### config.mk
export PLATFORM = sky130hd
export DESIGN_NAME = redc_mul_arbiter
export DESIGN_NICKNAME = d
export VERILOG_FILES = /design/src/rtl/redc_pkg.sv /design/src/rtl/redc_resp_fifo.sv /design/src/rtl/redc_mul_arbiter.sv
export SDC_FILE = /design/constraint.sdc
export NUM_CORES = 1
export LEC_CHECK = 0
export CAP_MARGIN = 5
export CORE_ASPECT_RATIO = 0.9
export CORE_MARGIN = 8
export CORE_UTILIZATION = 40
export DETAILED_ROUTE_END_ITERATION = 7
export PLACE_DENSITY = 0.66
export SKIP_LAST_GASP = 1
export SLEW_MARGIN = 30
export SYNTH_ARGS = -nofsm -noshare
export SYNTH_HDL_FRONTEND = slang
export SYNTH_SLANG_ARGS = --single-unit
### constraint.sdc
create_clock -name clk -period 6.1 [get_ports clk]
set_clock_uncertainty 0.1 [all_clocks]
set_input_delay 1.83 -clock clk [delete_from_list [all_inputs] [get_ports clk]]
set_output_delay 1.83 -clock clk [all_outputs]
set_load 0.01 [all_outputs]
### src/rtl/redc_pkg.sv
// Shared types and constants for the REDC multiplier arbiter slice.
// The arbiter does no modular arithmetic itself. The Montgomery constants are
// kept here so that every block attached to the shared multiplier uses the
// same definitions.
package redc_pkg;

  // Coefficient width and Montgomery parameters (R = 2^12)
  localparam int W      = 12;
  localparam int Q      = 3329;
  localparam int QINV   = 3327;   // -q^-1 mod R
  localparam int R2_MOD = 2385;   // R^2 mod q, used to enter the Montgomery domain

  // Width of a requester index carried through the tag pipeline
  localparam int IDX_W  = 8;

  typedef logic [W-1:0]     coef_t;
  typedef logic [IDX_W-1:0] idx_t;

  // One in-flight multiplier op: whether it is live, and who owns the result
  typedef struct packed {
    logic vld;
    idx_t idx;
  } redc_tag_t;

  // Round-robin successor of index g among n requesters
  function automatic idx_t rr_next(input idx_t g, input int n);
    if (int'(g) >= n - 1) begin
      return '0;
    end
    return g + idx_t'(1);
  endfunction

endpackage

### src/rtl/redc_resp_fifo.sv
// Per-requester response FIFO. The storage is registered and the head is read
// straight out of the array. Overflow protection is the job of the upstream
// credit scheme, so push is never gated here.
module redc_resp_fifo
  import redc_pkg::*;
#(
  parameter int DEPTH = 4
) (
  input  logic  clk,
  input  logic  rst_n,
  input  logic  push_i,
  input  logic  pop_i,
  input  coef_t data_i,
  output coef_t data_o,
  output logic  empty_o,
  output logic  full_o
);

  // A DEPTH of 1 still needs a 1-bit pointer; the spare slot is never live
  // because the occupancy count caps the FIFO at DEPTH entries.
  localparam int AW = (DEPTH > 1) ? $clog2(DEPTH) : 1;
  localparam int CW = $clog2(DEPTH + 1);

  typedef logic [AW-1:0] ptr_t;
  typedef logic [CW-1:0] cnt_t;

  coef_t mem_q [1 << AW];
  ptr_t  wr_ptr_q, wr_ptr_d;
  ptr_t  rd_ptr_q, rd_ptr_d;
  cnt_t  count_q, count_d;
  logic  do_pop;

  assign empty_o = (count_q == '0);
  assign full_o  = (count_q == cnt_t'(DEPTH));
  assign data_o  = mem_q[rd_ptr_q];

  // A pop is only meaningful when the head is valid
  assign do_pop = pop_i && !empty_o;

  // Next-state pointers and occupancy; push and pop together leave the count unchanged
  always_comb begin
    wr_ptr_d = wr_ptr_q;
    rd_ptr_d = rd_ptr_q;
    count_d  = count_q;
    if (push_i) begin
      wr_ptr_d = wr_ptr_q + ptr_t'(1);
    end
    if (do_pop) begin
      rd_ptr_d = rd_ptr_q + ptr_t'(1);
    end
    case ({push_i, do_pop})
      2'b10:   count_d = count_q + cnt_t'(1);
      2'b01:   count_d = count_q - cnt_t'(1);
      default: count_d = count_q;
    endcase
  end

  // Pointer and occupancy registers
  always_ff @(posedge clk or negedge rst_n) begin
    if (!rst_n) begin
      wr_ptr_q <= '0;
      rd_ptr_q <= '0;
      count_q  <= '0;
    end else begin
      wr_ptr_q <= wr_ptr_d;
      rd_ptr_q <= rd_ptr_d;
      count_q  <= count_d;
    end
  end

  // Result storage; data only, so it is not reset
  always_ff @(posedge clk) begin
    if (push_i) begin
      mem_q[wr_ptr_q] <= data_i;
    end
  end

endmodule

### src/rtl/redc_mul_arbiter.sv
// Round-robin front end for one shared pipelined REDC multiplier.
// One operand pair is issued per cycle at most. The owner of each in-flight op
// rides a tag pipeline matched to the multiplier latency. Results land in a
// per-requester FIFO, and credits keep every FIFO from overflowing.
module redc_mul_arbiter
  import redc_pkg::*;
#(
  parameter int N_REQ = 2,
  parameter int LAT   = 3,
  parameter int DEPTH = 4
) (
  input  logic               clk,
  input  logic               rst_n,
  input  logic  [N_REQ-1:0]  req_valid,
  output logic  [N_REQ-1:0]  req_ready,
  input  coef_t [N_REQ-1:0]  req_a,
  input  coef_t [N_REQ-1:0]  req_b,
  output logic  [N_REQ-1:0]  resp_valid,
  input  logic  [N_REQ-1:0]  resp_ready,
  output coef_t [N_REQ-1:0]  resp_r,
  output logic               mul_valid,
  output coef_t              mul_a,
  output coef_t              mul_b,
  input  coef_t              mul_r,
  output logic               busy
);

  localparam int CW = $clog2(DEPTH + 1);
  typedef logic [CW-1:0] credit_t;

  // Credit per requester = FIFO slots not yet promised to an issued op
  credit_t    credit_q [N_REQ];
  credit_t    credit_d [N_REQ];
  idx_t       rr_q, rr_d;
  redc_tag_t  tag_q [LAT];

  logic [N_REQ-1:0] eligible;
  logic [N_REQ-1:0] grant;
  logic [N_REQ-1:0] pop;
  logic [N_REQ-1:0] push;
  logic [N_REQ-1:0] fifo_empty;
  logic [N_REQ-1:0] fifo_full;
  logic [LAT-1:0]   tag_vld;
  idx_t             gnt_idx;
  logic             gnt_any;

  // A requester may compete only while it still holds a free result slot
  always_comb begin
    eligible = '0;
    for (int i = 0; i < N_REQ; i++) begin
      eligible[i] = req_valid[i] && (credit_q[i] != '0);
    end
  end

  // Round-robin pick: first eligible index at or above rr_q, else first from 0
  always_comb begin
    grant   = '0;
    gnt_idx = '0;
    gnt_any = 1'b0;
    for (int i = 0; i < N_REQ; i++) begin
      if (!gnt_any && eligible[i] && (idx_t'(i) >= rr_q)) begin
        grant[i] = 1'b1;
        gnt_idx  = idx_t'(i);
        gnt_any  = 1'b1;
      end
    end
    for (int i = 0; i < N_REQ; i++) begin
      if (!gnt_any && eligible[i]) begin
        grant[i] = 1'b1;
        gnt_idx  = idx_t'(i);
        gnt_any  = 1'b1;
      end
    end
  end

  // Issue mux: granted operands go to the multiplier, zeros when idle
  always_comb begin
    mul_a = '0;
    mul_b = '0;
    for (int i = 0; i < N_REQ; i++) begin
      if (grant[i]) begin
        mul_a = req_a[i];
        mul_b = req_b[i];
      end
    end
  end

  assign req_ready = grant;
  assign mul_valid = gnt_any;
  assign pop       = resp_valid & resp_ready;
  assign rr_d      = gnt_any ? rr_next(gnt_idx, N_REQ) : rr_q;

  // Credit bookkeeping: a grant takes a slot and a pop returns one
  always_comb begin
    for (int i = 0; i < N_REQ; i++) begin
      case ({grant[i], pop[i]})
        2'b10:   credit_d[i] = credit_q[i] - credit_t'(1);
        2'b01:   credit_d[i] = credit_q[i] + credit_t'(1);
        default: credit_d[i] = credit_q[i];
      endcase
    end
  end

  // Round-robin pointer and credit registers
  always_ff @(posedge clk or negedge rst_n) begin
    if (!rst_n) begin
      rr_q <= '0;
      for (int i = 0; i < N_REQ; i++) begin
        credit_q[i] <= credit_t'(DEPTH);
      end
    end else begin
      rr_q <= rr_d;
      for (int i = 0; i < N_REQ; i++) begin
        credit_q[i] <= credit_d[i];
      end
    end
  end

  // Tag pipeline tracking the owner of each op through the multiplier.
  // Clearing it on reset is what makes stale multiplier results harmless.
  always_ff @(posedge clk or negedge rst_n) begin
    if (!rst_n) begin
      for (int s = 0; s < LAT; s++) begin
        tag_q[s] <= '0;
      end
    end else begin
      tag_q[0] <= {gnt_any, gnt_idx};
      for (int s = 1; s < LAT; s++) begin
        tag_q[s] <= tag_q[s-1];
      end
    end
  end

  // Steer the emerging result to its owner's FIFO
  always_comb begin
    push = '0;
    for (int i = 0; i < N_REQ; i++) begin
      push[i] = tag_q[LAT-1].vld && (tag_q[LAT-1].idx == idx_t'(i));
    end
  end

  // Collect live flags so busy covers every op still inside the multiplier
  always_comb begin
    tag_vld = '0;
    for (int s = 0; s < LAT; s++) begin
      tag_vld[s] = tag_q[s].vld;
    end
  end

  assign busy = (|tag_vld) || (|resp_valid);

  for (genvar g = 0; g < N_REQ; g++) begin : g_fifo
    redc_resp_fifo #(
      .DEPTH (DEPTH)
    ) u_fifo (
      .clk     (clk),
      .rst_n   (rst_n),
      .push_i  (push[g]),
      .pop_i   (pop[g]),
      .data_i  (mul_r),
      .data_o  (resp_r[g]),
      .empty_o (fifo_empty[g]),
      .full_o  (fifo_full[g])
    );
    assign resp_valid[g] = !fifo_empty[g];
  end

  // Credits must make a push into a full FIFO impossible
  a_no_overflow : assert property (@(posedge clk) disable iff (!rst_n)
    (push & fifo_full) == '0);

endmodule

### After elaboration in Yosys (flattened, before gate mapping)

Memories as Yosys holds them, arrays and structs flattened.
Index checks and enable logic that the tools add are counted.

* $lt $le $gt $ge: 3
* add/subtract/negate cells: 13
* equal/unequal tests: 9
* bitwise gates (word level): 1
* reduce and logical (&&, ||, !) cells: 28
* multipliers: 0
* mux-type cells: 25
* div/mod/pow operators: 0
* shifts and indexed selects: 0

Operators by type and width (number)
* $mux W12: 4
* $mux W8: 4
* $pmux W3 S2: 4
* $ge A1 B8 Y1 const A: 2
* $mux W1: 13
* $add A3 B1 Y3 const B: 4
* $sub A3 B1 Y3 const B: 4
* $logic_and A1 B1 Y1: 11
* $add A2 B1 Y2 const B: 4
* $add A8 B1 Y8 const B: 1
* $eq A2 B1 Y1 const B: 4
* $eq A2 B2 Y1 const B: 4
* $eq A8 B1 Y1 const B: 1
* $ge A8 B1 Y1 const B: 1
* $logic_not A8 Y1: 1
* $reduce_bool A2 Y1: 4
* $logic_not A3 Y1: 2
* $reduce_bool A3 Y1: 2
* $logic_not A1 Y1: 5
* $reduce_or A3 Y1: 1
* $and A2 B2 Y2: 1
* $reduce_or A2 Y1: 1
* $logic_or A1 B1 Y1: 1

* latch bits: 0
* bits in registers: 55
* bits of input ports: 66
* RAM bits: 96
* ROM bits: 0
* memories kept: 2

Memory list
* g_fifo[0].u_fifo.mem_q: depth 4, width 12, rd ports 1, clocked after memory_dff 0, wr ports 1, RTL line redc_resp_fifo.sv:27 `coef_t mem_q [1 << AW];`
* g_fifo[1].u_fifo.mem_q: depth 4, width 12, rd ports 1, clocked after memory_dff 0, wr ports 1, RTL line redc_resp_fifo.sv:27

### Logic depth before layout (Yosys ltp)

* word-level depth: 17
* mapped depth: 11

### Hierarchy

A second synthesis with hierarchy kept.

* cell total of the unflattened synthesis: 278
* area, all modules: 5246.3 um2

By module, submodules not included
* redc_resp_fifo: instances 2, area an instance 2167.1 um2, sequential area each 1616.6 um2, cells each 100
* redc_mul_arbiter: instances 1, area an instance 912.1 um2, sequential area each 327.8 um2, cells each 78

### Worst setup path before layout

No wires, ideal clock.

* kind: input -> output
* start point: input port req_valid[0]
* end point: output port mul_b[1]
* setup slack: 1.583 ns
* arrival: 2.587 ns
* stages: 5
* path through: o31a_1 -> a21o_4 -> clkinv_8 -> buf_8 -> a22o_1

* word-level cells in the longest chain between the ends: 14

Ends and longest elaborated chain
* start, declared: RTL line redc_mul_arbiter.sv:14 `input logic [N_REQ-1:0] req_valid,`
* $logic_and A1 B1 Y1 *: RTL line redc_mul_arbiter.sv:51 `eligible[i] = req_valid[i] && (credit_q[i] != '0);`
* $logic_and A1 B1 Y1: RTL line redc_mul_arbiter.sv:61 `if (!gnt_any && eligible[i] && (idx_t'(i) >= rr_q)) begin`
* $mux W1: RTL line redc_mul_arbiter.sv:61
* $logic_not A1 Y1: RTL line redc_mul_arbiter.sv:61
* $logic_and A1 B1 Y1 (2 in series): RTL line redc_mul_arbiter.sv:61
* $mux W1: RTL line redc_mul_arbiter.sv:61
* $logic_not A1 Y1: RTL line redc_mul_arbiter.sv:68 `if (!gnt_any && eligible[i]) begin`
* $logic_and A1 B1 Y1: RTL line redc_mul_arbiter.sv:68
* $mux W1: RTL line redc_mul_arbiter.sv:68
* $logic_not A1 Y1: RTL line redc_mul_arbiter.sv:68
* $logic_and A1 B1 Y1: RTL line redc_mul_arbiter.sv:68
* $mux W1 *: RTL line redc_mul_arbiter.sv:68
* net req_ready[1]: RTL line redc_mul_arbiter.sv:15 `output logic [N_REQ-1:0] req_ready,`
* $mux W12 *: RTL line redc_mul_arbiter.sv:81 `if (grant[i]) begin`
* end, declared: RTL line redc_mul_arbiter.sv:23 `output coef_t mul_b,`

Mark *: on every way through the listed nets, which the timed path passes. The rest lies on a longest branch.

### Final worst setup path

* start point: input port req_valid[0]
* end point: output port mul_b[11]

* word-level cells in the longest chain between the ends: 14

Ends and longest elaborated chain (RTL line)
* $logic_and A1 B1 Y1 *: redc_mul_arbiter.sv:51
* $logic_and A1 B1 Y1: redc_mul_arbiter.sv:61
* $mux W1: redc_mul_arbiter.sv:61
* $logic_not A1 Y1: redc_mul_arbiter.sv:61
* $logic_and A1 B1 Y1 (2 in series): redc_mul_arbiter.sv:61
* $mux W1: redc_mul_arbiter.sv:61
* $logic_not A1 Y1: redc_mul_arbiter.sv:68
* $logic_and A1 B1 Y1: redc_mul_arbiter.sv:68
* $mux W1: redc_mul_arbiter.sv:68
* $logic_not A1 Y1: redc_mul_arbiter.sv:68
* $logic_and A1 B1 Y1: redc_mul_arbiter.sv:68
* $mux W1: redc_mul_arbiter.sv:68
* $mux W12 *: redc_mul_arbiter.sv:81

Every way passes the cells marked *; elsewhere a longest branch is shown, timed or not.

==> results.sh <==
export IMPL_grt_max_degree=28
export IMPL_hp_class="reg -> reg"
export IMPL_synth_area_sq_um=5144
export IMPL_grt_usage_pct=14.78
export IMPL_drt_wirelength_per_cell_microns=20.09
export IMPL_final_max_slew_viol_count=0
export IMPL_critPathArrivalTime_ns=3.63
export IMPL_fin_tns_setup_ns=0
export IMPL_pwr_share_seq_pct=38.5
export IMPL_clock_latency_ns=0.40
export IMPL_grt_pass1_vias=3321
export IMPL_die_area_sq_um=16750
export IMPL_critPathTopFamily="buffers and inverters"
export IMPL_wl_microns=11550
export IMPL_syn_to_final_growth_pct=36.41
export IMPL_htreeDepth=4
export IMPL_path_class="in -> out"
export IMPL_gp_congestion=0.7196
export IMPL_p_comb_share_pct=34.0
export IMPL_crit_chain="clkdlybuf4s50_1, o31a_1, o21a_1, buf_4, a22o_2, clkdlybuf4s50_1"
export IMPL_cts_buffers=17
export IMPL_routed_via_density=5.043
export IMPL_drive_gt1_share_pct=15.82
export IMPL_post_cts_buffers=0
export IMPL_cts_max_path_buffers=2
export IMPL_clk_pin_slew_ns=0.05
export IMPL_vias=2900
export IMPL_synth_cell_types=33
export IMPL_min_period_over_period_pct=91.09
export IMPL_ir_worst_vdd_mv=0.2689
export IMPL_crit_top_cell="clkdlybuf4s50_1"
export IMPL_end_kind="output port"
export IMPL_row_count=39
export IMPL_clock_power_share_pct=27.5
export IMPL_swShare_pct=29.36
export IMPL_fin_cells=575
export IMPL_hold_viol=0
export IMPL_min_period_ns=5.557
export IMPL_hold_slack_ns=0.2504
export IMPL_power_density_nw_per_um2=492.2
export IMPL_ys_seq_elements=123
export IMPL_nets=482
export IMPL_design_area_sq_um=7017
export IMPL_synth_fp_nets=354
export IMPL_portBuffers=119
export IMPL_start_util_pct=40.70
export IMPL_ant_nets=0
export IMPL_critPathLaunchType="input port"
export IMPL_drt_iter0_drc=107
export IMPL_final_setup_viol_count=0
export IMPL_antenna_found_initial=0
export IMPL_worst_pin_slew_ns=0.7814
export IMPL_critPathMaxStageDelay_ns=0.55
export IMPL_setup_slack_ns=0.5435
export IMPL_slowest_stage="clkdlybuf4s50_1"
export IMPL_p_leak_nw=2.559
export IMPL_worstPathRequired_ns=4.17
export IMPL_status="completed"
export IMPL_final_core_util_pct=55.52
export IMPL_cp_num_buf_inv=3
export IMPL_num_antenna_cells=0
export IMPL_cts_tree="yes"
export IMPL_synthCells=272
export IMPL_p_sw_mw=1.014
export IMPL_dp_hpwl_microns=8316
export IMPL_fmax_mhz=180.0
export IMPL_ys_seq_area_share_pct=69.23
export IMPL_placed_area_sq_um=6452
export IMPL_ff_latch_area_sq_um=3563
export IMPL_nFillCells=985
export IMPL_slew_headroom_pct=47.90
export IMPL_max_cap_viol_count=0
export IMPL_multi_input_area_sq_um=1404
export IMPL_fin_total_pwr_mw=3.453
export IMPL_core_sq_um=12640
export IMPL_pre_cts_ws_ns=0.5511
export IMPL_place_inst=545
export IMPL_grt_pass1_wl_microns=18390
export IMPL_cts_resized_gates=0
export IMPL_yosysWarnings=0
export IMPL_rsz0062_at_grt="no"
export IMPL_grt_ovfl_total=0
export IMPL_route_detailed_drc=0
export IMPL_root_buffer="clkbuf_16"
export IMPL_cp_max_fo=26
export IMPL_holdBufCountCts=0
export IMPL_clock_sinks=123
export IMPL_syn_avg_cell_area_sq_um=18.91
export IMPL_drtPass1Iterations=4
export IMPL_die_w_microns=135.5
export IMPL_die_h_microns=123.6
export IMPL_p_int_mw=2.440
export IMPL_io_pins=120
-- metal layers --
| metal | GRT usage (%) | up-vias | wire length, microns |
|---|---|---|---|
| met5 | 0 | - | 0 |
| met4 | 4.851 | 0 | 144 |
| met3 | 8.105 | 13 | 1281 |
| met2 | 24.11 | 131 | 5599 |
| met1 | 16.29 | 1445 | 4524 |
| li1 | - | 1311 | - |
-- cell usage in the layout (no fill, tap or decap), types with 5 or more instances in the layout --
master           netlist  final
a22o_2                 5      5
mux4_2                24     24
ha_1                  12     12
xnor2_1                8      8
a22o_1                19     19
inv_1                 16     16
nand2_1                6      6
edfxtp_1              96     96
xor2_1                10     10
nor2_1                 5      5
and2_1                 5      5
clkdlybuf4s50_1        0    119
clkbuf_16              0     17
dfrtp_1               25     23
-- worst register-to-register path, stage by stage (launching register included) --
cell and delay [ns]:
dfrtp_1 0.43, o31ai_4 0.35, o21a_1 0.15, buf_4 0.26
inv_1 0.08, ha_1 0.20, inv_1 0.07, fa_1 0.41
mux2_2 0.27
-- worst paths after layout --
check                                   startpoint                       to  slack, ns  depth (start not counted)
setup / recovery                      req_valid[0]                mul_b[11]       0.54                          6
hold / removal                  tag_q[9]$_DFF_PN0_       tag_q[0]$_DFF_PN0_       0.25                          0
setup reg to reg           credit_q[1]$_DFFE_PN0P_  credit_q[4]$_DFFE_PN0P_       3.67                          8
hold reg to reg                 tag_q[9]$_DFF_PN0_       tag_q[0]$_DFF_PN0_       0.25                          0
max in group asynchronous                    rst_n  credit_q[2]$_DFFE_PN1P_       3.89                          2
min in group asynchronous                    rst_n  credit_q[3]$_DFFE_PN0P_       1.71                          2
-- cells in the mapped netlist (all sizes together) --
cell type | count | area share, %
a21o | 1 | 0.29
a22o | 24 | 4.2
and2 | 5 | 0.61
and3 | 4 | 0.49
buf | 11 | 1.9
clkbuf | 1 | 0.073
clkinv | 1 | 0.32
dfrtp | 25 | 12
dfstp | 2 | 1.0
edfxtp | 96 | 56
fa | 4 | 1.6
ha | 12 | 2.9
inv | 16 | 1.2
mux2 | 3 | 0.66
mux2i | 2 | 0.39
mux4 | 24 | 11
nand2 | 6 | 0.44
nand3 | 1 | 0.097
nor2 | 5 | 0.36
nor2b | 1 | 0.12
nor3 | 1 | 0.097
o21a | 1 | 0.15
o21ai | 2 | 0.19
o31a | 2 | 0.34
o31ai | 2 | 0.56
or3 | 2 | 0.24
xnor2 | 8 | 1.4
xor2 | 10 | 1.7
-- flip-flops by register name, indices dropped and copies added (netlist names) --
name and count:
credit_q 6, g_fifo.u_fifo.count_q 6, g_fifo.u_fifo.mem_q 96, g_fifo.u_fifo.rd_ptr_q 4
g_fifo.u_fifo.wr_ptr_q 4, rr_q 1, tag_q 6
-- kinds of logic after synthesis --
logic type | share of synthesized area (%)
DFF | 69.23
AOI/OAI and AO/OA | 5.741
buffers and inverters | 3.478
muxes | 11.55
and+or+nand+nor | 2.457
xor gates and xnor gates | 3.065
adders and majority gates | 4.476
-- power by group through the flow --
stage	clock [mW]	combinational, mW	sequential (mW)
2_1_floorplan	0	0.779	1.22
3_3_place_gp	0	1.17	1.34
3_5_place_dp	0	1.20	1.35
4_1_cts	0.966	1.20	1.34
5_1_grt	1.00	1.29	1.36
6_report	0.949	1.17	1.33
-- final cells by class --
cell class                      instances  share of cell area [%]
Timing Repair Buffer                  121                   17.19
Clock buffer                           19                   6.170
Tap cell                              164                   2.924
Inverter                               17                   1.088
Multi-Input combinational cell        120                   20.01
Clock inverter                         11                   1.837
Sequential cell                       123                   50.78
Power figures use the tool's default switching activity.
